$ cat src/rtl/multi_timer_if.sv
// multi_timer_if: byte-wide register bus and interrupt line of the multi_timer block.
// Ports: addr (16-bit byte address), we (write strobe), di (write data),
//        dout (combinational read data), irq (level interrupt).
// The read-data signal is named dout because "do" is a SystemVerilog keyword.
interface multi_timer_if;
  logic [15:0] addr;
  logic        we;
  logic [7:0]  di;
  logic [7:0]  dout;
  logic        irq;

  // master: the bus host issuing reads/writes; slave: the timer block.
  modport master (output addr, output we, output di, input dout, input irq);
  modport slave  (input addr, input we, input di, output dout, output irq);
endinterface

$ cat src/rtl/multi_timer.sv
// multi_timer: NUM_CH independent up-counting timer channels behind a byte-wide register bus.
// Ports: clk, rst (async, active-high), bus (multi_timer_if.slave: addr/we/di in, dout/irq out).
// Optional feature: define MULTI_TIMER_PRESCALE_EN to add a shared 8-bit tick prescaler
// at BASE_ADDR+8*NUM_CH; without it every clock is a tick and that address reads 0.
//
// Per-channel map (BASE_ADDR + 8*c + offset):
//   0..3 reload bytes (LSB first), 4 control {irq_en,periodic,en}, 5 status {flag},
//   6 live count byte 0 (read-only), 7 restart (any write).
module multi_timer #(
  parameter int          NUM_CH     = 4,
  parameter int          CNT_W      = 32,
  parameter logic [15:0] BASE_ADDR  = 16'hFF40,
  parameter logic [31:0] RST_RELOAD = 32'd5000000
) (
  input logic           clk,
  input logic           rst,
  multi_timer_if.slave  bus
);

  localparam int              NB       = CNT_W / 8;
  localparam logic [CNT_W-1:0] RST_RL  = RST_RELOAD[CNT_W-1:0];
  localparam logic [15:0]     MAP_SPAN = 16'(8 * NUM_CH);

  // ---------------------------------------------------------------------------
  // Address decode. Addresses below BASE_ADDR wrap to a large offset and so
  // fall outside the channel window.
  // ---------------------------------------------------------------------------
  logic [15:0] off;
  logic        in_ch;
  logic [2:0]  sel_ch;
  logic [2:0]  sel_reg;

  assign off     = bus.addr - BASE_ADDR;
  assign in_ch   = (off < MAP_SPAN);
  assign sel_ch  = off[5:3];
  assign sel_reg = off[2:0];

  // ---------------------------------------------------------------------------
  // Tick source
  // ---------------------------------------------------------------------------
  logic tick;

`ifdef MULTI_TIMER_PRESCALE_EN
  logic [7:0] presc_reg;
  logic [7:0] presc_cnt;
  logic       presc_wr;

  assign presc_wr = bus.we && (off == MAP_SPAN);
  // Counter runs 0..presc_reg, so a value P yields one tick every P+1 clocks.
  // If the register is lowered below the running count, the counter wraps
  // through 255 once before settling into the new period.
  assign tick     = (presc_cnt == presc_reg);

  always_ff @(posedge clk or posedge rst) begin
    if (rst) begin
      presc_reg <= 8'h00;
      presc_cnt <= 8'h00;
    end else begin
      if (presc_wr) presc_reg <= bus.di;
      if (tick) presc_cnt <= 8'h00;
      else      presc_cnt <= presc_cnt + 8'd1;
    end
  end
`else
  assign tick = 1'b1;
`endif

  // ---------------------------------------------------------------------------
  // Channels
  // ---------------------------------------------------------------------------
  // ch_rd[c] holds the eight readable bytes of channel c, byte 0 in the LSBs.
  logic [NUM_CH-1:0][63:0] ch_rd;
  logic [NUM_CH-1:0]       flag_v;
  logic [NUM_CH-1:0]       irq_en_v;

  for (genvar c = 0; c < NUM_CH; c++) begin : g_ch
    logic [CNT_W-1:0] reload_q;
    logic [CNT_W-1:0] count_q;
    logic             en_q;
    logic             per_q;
    logic             ie_q;
    logic             flag_q;

    logic             hit;
    logic             wr_ctrl;
    logic             wr_stat;
    logic             wr_rst;
    logic             trig;
    logic [31:0]      reload_32;

    assign hit     = bus.we && in_ch && (sel_ch == 3'(c));
    assign wr_ctrl = hit && (sel_reg == 3'd4);
    assign wr_stat = hit && (sel_reg == 3'd5) && bus.di[0];
    assign wr_rst  = hit && (sel_reg == 3'd7);
    // ">=" rather than "==" so a reload lowered beneath the live count still
    // fires on the next tick instead of waiting for a full wrap.
    assign trig    = en_q && tick && (count_q >= reload_q);

    always_ff @(posedge clk or posedge rst) begin
      if (rst) begin
        reload_q <= RST_RL;
        count_q  <= '0;
        flag_q   <= 1'b0;
        en_q     <= (c == 0);
        per_q    <= (c == 0);
        ie_q     <= 1'b0;
      end else begin
        // Reload bytes above the counter width are not stored.
        for (int b = 0; b < NB; b++) begin
          if (hit && (sel_reg == 3'(b))) reload_q[8*b +: 8] <= bus.di;
        end

        // Count priority: restart, enable rising edge, trigger, disable
        // (freeze), then normal increment.
        if (wr_rst)
          count_q <= '0;
        else if (wr_ctrl && bus.di[0] && !en_q)
          count_q <= '0;
        else if (trig)
          count_q <= '0;
        else if (wr_ctrl && !bus.di[0])
          count_q <= count_q;
        else if (en_q && tick)
          count_q <= count_q + CNT_W'(1);

        // A trigger beats a coincident clear so no event is lost.
        if (trig)
          flag_q <= 1'b1;
        else if (wr_stat || wr_rst)
          flag_q <= 1'b0;

        // A control write beats the one-shot auto-disable.
        if (wr_ctrl) begin
          en_q  <= bus.di[0];
          per_q <= bus.di[1];
          ie_q  <= bus.di[2];
        end else if (trig && !per_q) begin
          en_q  <= 1'b0;
        end
      end
    end

    assign reload_32   = 32'(reload_q);
    assign ch_rd[c]    = {8'h00, count_q[7:0], 7'b0, flag_q, 5'b0, ie_q, per_q, en_q, reload_32};
    assign flag_v[c]   = flag_q;
    assign irq_en_v[c] = ie_q;
  end

  // ---------------------------------------------------------------------------
  // Read mux (combinational from addr)
  // ---------------------------------------------------------------------------
  logic [7:0]  rd_dat;
  logic [63:0] rd_word;

  always_comb begin
    rd_dat  = 8'h00;
    rd_word = 64'h0;
    for (int c = 0; c < NUM_CH; c++) begin
      if (sel_ch == 3'(c)) rd_word = ch_rd[c];
    end
    if (in_ch) begin
      for (int b = 0; b < 8; b++) begin
        if (sel_reg == 3'(b)) rd_dat = rd_word[8*b +: 8];
      end
    end
`ifdef MULTI_TIMER_PRESCALE_EN
    if (off == MAP_SPAN) rd_dat = presc_reg;
`endif
  end

  // Outputs are forced low during reset so they read 0 the instant rst rises.
  assign bus.dout = rst ? 8'h00 : rd_dat;
  assign bus.irq  = !rst && |(flag_v & irq_en_v);

endmodule
$ cat src/flat_wrapper.sv
// flat-port wrapper written by rule: the top's interface ports become plain ports
module multi_timer_flat 
#(
  parameter int          NUM_CH     = 4,
  parameter int          CNT_W      = 32,
  parameter logic [15:0] BASE_ADDR  = 16'hFF40,
  parameter logic [31:0] RST_RELOAD = 32'd5000000
)
  (clk, rst, bus_addr, bus_we, bus_di, bus_dout, bus_irq);
  multi_timer_if bus_i ();
  input logic clk;
  input logic rst;
  input wire logic [$bits(bus_i.addr)-1:0] bus_addr;
  input wire logic [$bits(bus_i.we)-1:0] bus_we;
  input wire logic [$bits(bus_i.di)-1:0] bus_di;
  output wire logic [$bits(bus_i.dout)-1:0] bus_dout;
  output wire logic [$bits(bus_i.irq)-1:0] bus_irq;
  assign bus_i.addr = bus_addr;
  assign bus_i.we = bus_we;
  assign bus_i.di = bus_di;
  assign bus_dout = bus_i.dout;
  assign bus_irq = bus_i.irq;
  multi_timer #(.NUM_CH(NUM_CH), .CNT_W(CNT_W), .BASE_ADDR(BASE_ADDR), .RST_RELOAD(RST_RELOAD)) u_core (.clk(clk), .rst(rst), .bus(bus_i));
endmodule
$ cat config.mk
export PLATFORM = sky130hd
export DESIGN_NAME = multi_timer_flat
export DESIGN_NICKNAME = d
export VERILOG_FILES = /design/src/rtl/multi_timer_if.sv /design/src/rtl/multi_timer.sv /design/src/flat_wrapper.sv
export SDC_FILE = /design/constraint.sdc
export NUM_CORES = 1
export LEC_CHECK = 0
export ABC_AREA = 1
export BUFFER_PORTS_ARGS = -buffer_cell sky130_fd_sc_hd__buf_4
export CAP_MARGIN = 20
export CORE_AREA = 10 10 179 265
export CTS_BUF_LIST = sky130_fd_sc_hd__clkbuf_8
export CTS_CLUSTER_SIZE = 16
export DETAILED_ROUTE_END_ITERATION = 10
export DIE_AREA = 0 0 189 275
export HOLD_SLACK_MARGIN = 0.12
export PLACE_DENSITY = 0.62
export SLEW_MARGIN = 15
export SYNTH_ARGS = -nofsm -noshare
export SYNTH_HDL_FRONTEND = slang
export SYNTH_SLANG_ARGS = --single-unit
$ cat constraint.sdc
create_clock -name clk -period 8.6 [get_ports clk]
set_clock_uncertainty 0.15 [all_clocks]
set_input_delay 0.86 -clock clk [delete_from_list [all_inputs] [get_ports clk]]
set_output_delay 0.86 -clock clk [all_outputs]
set_load 0.02 [all_outputs]
# Word-level counts from Yosys, hierarchy flattened
# Index checks and enable logic that the tools add are counted.
# Widths: inputs -> output; s select.
[totals]
ff_bits = 272
in_bits = 27
output_inout_bits = 9
wordCells = 202
[classes]
add_sub_neg = 5
order_cmp = 5
n_eq_ne = 14
muxes = 50
bitwise = 1
reduce_logical = 91
[ops]
columns = ["operator", "n"]
rows = [
  ["$mux 32", 20],
  ["$mux 56", 4],
  ["$add 32x1->32 const B", 4],
  ["$ge 32x32->1", 4],
  ["$mux 8", 10],
  ["$logic_and 1x1->1", 58],
  ["$lt 16x6->1 const B", 1],
  ["$mux 1", 16],
  ["$ne 4x1->1 const B", 4],
  ["$reduce_bool 2->1", 8],
  ["$reduce_bool 4->1", 4],
  ["$sub 16x16->16 const B", 1],
  ["$eq 3x2->1 const B", 4],
  ["$eq 3x3->1 const B", 4],
  ["$logic_not 1->1", 10],
  ["$reduce_and 2->1", 4],
  ["$eq 3x1->1 const B", 2],
  ["$logic_not 3->1", 2],
  ["$and 4x4->4", 1],
  ["$logic_or 1x1->1", 4],
  ["$reduce_or 4->1", 1],
]

# Depth between registers and ports, before layout
# Gate-level depths: netlist (run 1).
[depth]
ltp_word = 16
mapped_depth = 19

# Worst setup path after synthesis (run 1)
# No wires, ideal clock.
[synth_path]
path_type = "in2out"
from = "input port bus_addr[4]"
to = "output port bus_dout[1]"
arrival_time_ns = 2.376
required_time_ns = 7.590
setup_slack_ns = 5.214
stages = 10
path_cell_list = "inv_1 > nor2_1 > nand2_1 > inv_1 > clkbuf_1 > a22oi_1 > a31oi_1 > nand3_1 > nand2_1 > a21boi_0"
[synth_via]
elab_chain_cells = 16
elab_cells_between_ends = 20
[synth_rtl]
columns = ["item", "line_no", "source"]
rows = [
  ["start: declaration", "flat_wrapper.sv:13", "input wire logic [$bits(bus_i.addr)-1:0] bus_addr;"],
  ["$sub 16x16->16 *", "multi_timer.sv:33", "assign off = bus.addr - BASE_ADDR;"],
  ["$logic_not 3->1", "multi_timer.sv:159", "if (sel_ch == 3'(c)) rd_word = ch_rd[c];"],
  ["$mux 56 (4 in series)", "multi_timer.sv:159", ""],
  ["$mux 8 (8 in series)", "multi_timer.sv:163", "if (sel_reg == 3'(b)) rd_dat = rd_word[8*b +: 8];"],
  ["$mux 8 *", "multi_timer.sv:161", "if (in_ch) begin"],
  ["$mux 8 *", "multi_timer.sv:172", "assign bus.dout = rst ? 8'h00 : rd_dat;"],
  ["end: declaration", "flat_wrapper.sv:16", "output wire logic [$bits(bus_i.dout)-1:0] bus_dout;"],
]
# Mark *: on every way between the ends. The rest lies on a longest branch, timed or not.

# Final worst setup path (run 1)
# Ends and elaborated chain as after synthesis.

==> impl_metrics.toml, run 1 <==
[status]
status = "complete, no violations"

[logic_synthesis]
netlist_area_um2 = 18900
synth_xor_xnor_area_share_pct = 4.26
synth_compound_area_share_pct = 12.9
synthesis.nets = 2765
synthTopCellsByArea = "dfrtp_1, nand2_1, ha_1"
yosysMostFrequentCell = "nand2_1"
synthArstFlopShare_pct = 100
ys_warn_count = 0
synthFlopType = "dfrtp_1"
synth_cell_types = 49
yosysSeqAreaShare_pct = 36.2
yosysTopAreaCell = "dfrtp_1"
synthMuxAreaShare_pct = 0
synthAdderAreaFrac_pct = 8.73
syn_avg_cell_area_um2 = 7.26
yosysTopAreaCellShare_pct = 31.5
ys_ff_latch = 272
synth_edf_count = 0
synth_top_family_by_area = "simple AND/OR/NAND/NOR gates"
syn-instance-count = 2606
synth_common_cells = "nand2_1, inv_1, dfrtp_1, o21ai_0, nor2_1"
synthSimpleGateAreaFrac_pct = 28.7

[cts]
clock_latency_ps = 620
cts_resized = 0
cts_setup_buffers = 0
hold_buffers = 0
root_buffer = "clkbuf_8"
clk_pin_slew_ps = 60
h-tree-depth = 2
cts_sinks = 272
cts_buffer_depth = 3
tritoncts = "built"
cts_made_buffers = 47

[critical_path]
r2r_setup_slack_ps = 5500
cp-end-kind = "output pin"
worstPathArrival_ps = 3410
path_max_fanout = 25
critPathKind = "primary input to output pin"
startpoint_type = "primary input"
required_ps = 7590

[finish]
area_growth_pct = 9.68
layout-drive-gt1-share_pct = 8.21
instances_no_fill = 3226
nets = 2774
n_fill_cell = 4317

[timing]
fin_ws_ps = 4180
finalSetupTns_ps = 0
max_freq_ghz = 0.226
slew_viol_final = 0
period_needed_ps = 4420
post-route-period-util_pct = 51.4
worst_pin_slew_ps = 1120
grt_setup_unrepaired = "no"
hold_slack_ps = 230
setup_viol = 0
hold_viol = 0
slew_headroom_pct = 25.2

[drt]
first_pass_iters = 5
avgRoutedWirePerCell_um = 21.1
via_per_inst = 5.52
ant_nets = 0
via_count = 17800
drc_errors = 0
dr.first_iter.drc_count = 1228
totalWireLength_mm = 68.2

[placement]
dpl.cell_count = 3134
finalWeightedCongestion = 0.972
dp_hpwl_mm = 51.1
pre_cts_slack_ps = 4090
place.port_buffers = 35

[power_and_ir_drop]
ir_worst_vdd_v = 0.000134
p_leak_nw = 9.59
powerDensity_nw_per_um2 = 132

[die]
die_h_um = 275
pin_count = 36
start_util_pct = 44.3
fp-row-count = 93
die_w_um = 189
core_area_um2 = 42700
die-area_um2 = 52000

[global_route]
grt_pass1_wl_mm = 104
grt_max_degree = 165
antenna_found_initial = 3
grt_use_total_pct = 26.0
grt_pass1_vias = 17500
overflow = 0

[job]
max_cap_violations = 0

[worst_hold_path]
worst_hold_path_type = "primary input to asynchronous set/reset pin"
cell type report:
| class | instances | area [µm²] | area share, % |
|---|---|---|---|
| multi-input combinational | 1885 | 10300 | 49.8 |
| inverter | 359 | 1360 | 6.53 |
| antenna | 2 | 5.00 | 0.0241 |
| clock inverter | 26 | 209 | 1.01 |
| tap | 570 | 713 | 3.44 |
| sequential | 272 | 6850 | 33.0 |
| clock buffer | 62 | 853 | 4.11 |
| timing repair buffer | 50 | 428 | 2.06 |
stage by stage:
step	total power, mW	utilization [%]	instance area, µm²
after floorplan	1.36	-	18900
after global placement	1.42	45.9	19600
after detailed placement	1.42	45.9	19600
after CTS	2.77	48.4	20700
after global routing	2.83	48.6	20700
final	2.74	48.6	20700
per-layer routing:
metal	vias up	GRT usage [%]	wire length (µm)
met5	-	0	0
met4	0	14.8	4130
met3	160	2.69	2590
met2	423	46.4	34200
met1	8543	29.8	27300
li1	8678	-	-
final timing paths:
kind | start | to | depth (start not counted)
setup / recovery | bus_addr[4] | bus_dout[1] | 14
hold / removal | rst | u_core.g_ch[3].reload_32[30] | 2
setup reg to reg | u_core.g_ch[2].reload_32[11] | u_core.g_ch[2].count_q[5] | 15
hold reg to reg | u_core.g_ch[1].reload_32[15] | u_core.g_ch[1].reload_32[15] | 2
max in group asynchronous | rst | u_core.g_ch[1].count_q[17] | 3
min in group clk | u_core.g_ch[1].reload_32[15] | u_core.g_ch[1].reload_32[15] | 2
power by group:
| group | internal (mW) | leakage [nW] | total, mW | switching, mW |
|---|---|---|---|---|
| Combinational | 0.0231 | 5.36 | 0.112 | 0.0891 |
| Clock | 0.740 | 0.570 | 1.35 | 0.606 |
| Sequential | 1.28 | 3.66 | 1.28 | 0.000130 |
| Total | 2.04 | 9.59 | 2.74 | 0.695 |
logic make-up after synthesis:
family,count (synthesis)
AO/OA/AOI/OAI,423
XOR/XNOR,92
adder cells (fa/ha/maj),132
buffers and inverters,449
flip-flops,272
AND/OR/NAND/NOR,1238
placed cells by master, fill, tap and decap left out, drive strengths merged, types with 2 or more instances in the layout:
cell      count
o21bai        4
nand4       117
o21a          4
dfrtp       238
a221oi        2
o211ai       11
clkinv       15
a31oi         3
nor2        165
inv         363
diode         2
nand3       134
dfstp        34
nor3         57
o221ai       23
nand3b        4
xnor2        26
a21oi        89
nand2       718
a21o          5
o31ai         3
bufinv        3
xor2         66
o21ai       238
clkinvlp      4
clkbuf       62
o22ai        29
nor4         42
ha          132
a22oi         8
buf          50
flip-flops by register name, summed over array words and instances (netlist names):
| register | count |
|---|---|
| u_core.g_ch.en_q | 4 |
| u_core.g_ch.flag_q | 4 |
| u_core.g_ch.per_q | 4 |
| u_core.g_ch.count_q | 128 |
| u_core.g_ch.ie_q | 4 |
| u_core.g_ch.reload_32 | 128 |
critical path: stages:
cell and delay [ps]:
buf_4 120, inv_1 40, nor2_1 30, buf_4 200, nand2_1 790, o21ai_0 170
a21oi_1 140, o21ai_0 110, nand2_1 70, o21ai_0 90, nand3_1 90, nand2_1 60
a21boi_0 380, buf_4 230
No activity file was read; power rests on OpenSTA's default activity.
==> run 2: changes to the inputs <==
- ABC_AREA: 1 -> 0
- CORE_AREA: 10 10 179 265 -> 10 10 173 256
- DIE_AREA: 0 0 189 275 -> 0 0 183 266
- PLACE_DENSITY: 0.62 -> 0.6
- clock period: 8.6 -> 4.25 ns (I/O delays scaled with it)
==> impl_metrics.toml, run 2 <==
[finish]
area_growth_pct = 11.7
layout-drive-gt1-share_pct = 16.6
mostFrequentLayoutCells = "dfrtp_1, inv_1, nand2_1, o21ai_0, ha_1"
multiInputGateArea_um2 = 9720
instances_no_fill = 2513
postLayoutCoreUtil_pct = 49.2
n_fill_cell = 3782
mostFrequentLayoutCell = "dfrtp_1"
nets = 2127
seq_area_um2 = 6850

[logic_synthesis]
ys_warn_count = 0
yosysSeqAreaShare_pct = 39.0
syn_avg_cell_area_um2 = 9.22
ys_ff_latch = 272
synth_compound_area_share_pct = 15.7
synth_xor_xnor_area_share_pct = 1.45
synthFlopType = "dfrtp_1"
synth_top_family_by_area = "simple AND/OR/NAND/NOR gates"
synthMuxAreaShare_pct = 11.0
synth_cell_types = 73
synthArstFlopShare_pct = 100
netlist_area_um2 = 17600
synth_edf_count = 0
yosysMostFrequentCell = "dfrtp_1"
synthTopCellsByArea = "dfrtp_1, ha_1, mux2_2"
yosysTopAreaCell = "dfrtp_1"
synthesis.nets = 2064
synth_common_cells = "dfrtp_1, inv_1, nand2_1, o21ai_0, ha_1"
syn-instance-count = 1905
yosysTopAreaCellShare_pct = 33.9
synthAdderAreaFrac_pct = 9.40
synthSimpleGateAreaFrac_pct = 17.6

[timing]
hold_viol = 0
post-route-period-util_pct = 83.7
period_needed_ps = 3560
setup_viol = 0
worst_pin_slew_ps = 1040
grt_setup_unrepaired = "no"
max_freq_ghz = 0.281
slew_headroom_pct = 30.7
slew_viol_final = 0

[status]
status = "complete, no violations"

[global_route]
grt_pass1_vias = 14900
grt_max_degree = 159
overflow = 0
grt_pass1_wl_mm = 88.9
antenna_found_initial = 1
grt_use_total_pct = 23.4

[cts]
root_buffer = "clkbuf_8"
cts_made_buffers = 47
cts_sinks = 272
cts_buffer_depth = 3
h-tree-depth = 2
cts_resized = 0
clk_pin_slew_ps = 60
tritoncts = "built"
clock_latency_ps = 610

[drt]
totalWireLength_mm = 56.9
via_per_inst = 5.93
ant_nets = 0
first_pass_iters = 5
drc_errors = 0
dr.first_iter.drc_count = 1282
avgRoutedWirePerCell_um = 22.6
via_count = 14900

[die]
start_util_pct = 44.1
fp-row-count = 90
die_h_um = 266
core_area_um2 = 39900
die_w_um = 183
die-area_um2 = 48700
pin_count = 36

[critical_path]
required_ps = 4600
critPathKind = "flop to flop"
startpoint_type = "flop"
path_max_fanout = 22
worstPathArrival_ps = 3910
cp-end-kind = "flop"

[placement]
place.port_buffers = 35
dp_hpwl_mm = 42.6
finalWeightedCongestion = 0.953
dpl.cell_count = 2414

[power_and_ir_drop]
p_leak_nw = 9.17
ir_worst_vdd_v = 0.000201
p_comb_share_pct = 4.9
internal_power_mw = 4.02
powerDensity_nw_per_um2 = 272
p_switching_mw = 1.32
power.share.sequential_pct = 48.5
p_clk_share_pct = 46.5
swShare_pct = 24.7

[job]
max_cap_violations = 0

[worst_hold_path]
worst_hold_path_type = "primary input to flop"
## run 2: changes by cell type after synthesis, sizes merged, moves of 32 or more
cell | before | now
nand2 | 718 | 179
nor2 | 165 | 121
inv | 358 | 184
nand4 | 117 | 46
xor2 | 66 | 7
mux2 | 0 | 95
nand3 | 134 | 80
a21o | 5 | 37
o21ai | 238 | 159
## run 2: power groups by stage
stage	sequential (mW)	clock [mW]	combinational [mW]
after floorplan	2.64	0	0.155
after global routing	2.59	2.65	0.283
final	2.59	2.49	0.264
after CTS	2.59	2.54	0.265
after global placement	2.64	0	0.257
after detailed placement	2.64	0	0.257
## run 2: worst max-delay path, stage by stage, from the launching register on
cell and delay, ps:
dfrtp_1 490, inv_1 80, ha_1 320, a21o_1 190, a21o_1 180, a211oi_1 270, buf_4 230, o211ai_1 420
or2_2 650, or3_1 410, o21ai_0 80
## run 2: worst paths after layout
path | cells after the start | to | slack, ps | startpoint
worst max-delay path | 10 | u_core.g_ch[2].count_q[21] | 690 | u_core.g_ch[2].reload_32[29]
worst min-delay path | 4 | u_core.g_ch[0].count_q[2] | 220 | bus_addr[0]
worst max register to register | 10 | u_core.g_ch[2].count_q[21] | 690 | u_core.g_ch[2].reload_32[29]
worst min register to register | 2 | u_core.g_ch[2].reload_32[8] | 350 | u_core.g_ch[2].reload_32[8]
max in group asynchronous | 5 | u_core.g_ch[1].reload_32[29] | 2050 | rst
min in group asynchronous | 4 | u_core.g_ch[2].ie_q | 510 | rst
## run 2: stage by stage
stage | setup TNS, ps | hold slack (ps) | setup WS, ps | instance area [µm²] | total power, mW
after detailed placement | 0 | 342 | 616 | 18500 | 2.90
after floorplan | -14500 | 316 | -1810 | 17600 | 2.79
after global placement | 0 | 336 | 632 | 18500 | 2.90
after global routing | 0 | 256 | 550 | 19600 | 5.53
final | 0 | 225 | 692 | 19600 | 5.34
after CTS | 0 | 186 | 593 | 19600 | 5.40
## run 2: per-layer routing
| metal | vias up | part of all wire, % | global-route usage, % |
|---|---|---|---|
| met5 | - | 0 | 0 |
| met4 | 0 | 5.3 | 12.6 |
| met3 | 130 | 3.9 | 2.87 |
| met2 | 430 | 52 | 41.7 |
| met1 | 7332 | 39 | 26.7 |
| li1 | 7012 | - | - |
## run 2: logic make-up (layout without fill, tap and decap cells)
logic type / after synthesis / in the layout
simple gates: 608 / 608
fa+ha+maj: 132 / 132
compound gates: 449 / 449
flops: 272 / 272
other cells: 0 / 1
mux: 149 / 149
buf+inv: 266 / 367
xor+xnor: 29 / 29
## run 2: final cells by class
type / instances / share of cell area [%]
multi-input combinational: 1367 / 49.5
sequential: 272 / 34.9
clock buffer: 58 / 4.07
timing repair buffer: 96 / 3.88
inverter: 184 / 3.54
tap: 506 / 3.23
clock inverter: 29 / 0.848
antenna: 1 / 0.0128
## run 2: timing repair
item | in CTS | in global routing
hold buffers | 10 | 0
setup buffers | 0 | 0
endpoints found under the hold margin | 91 | 0
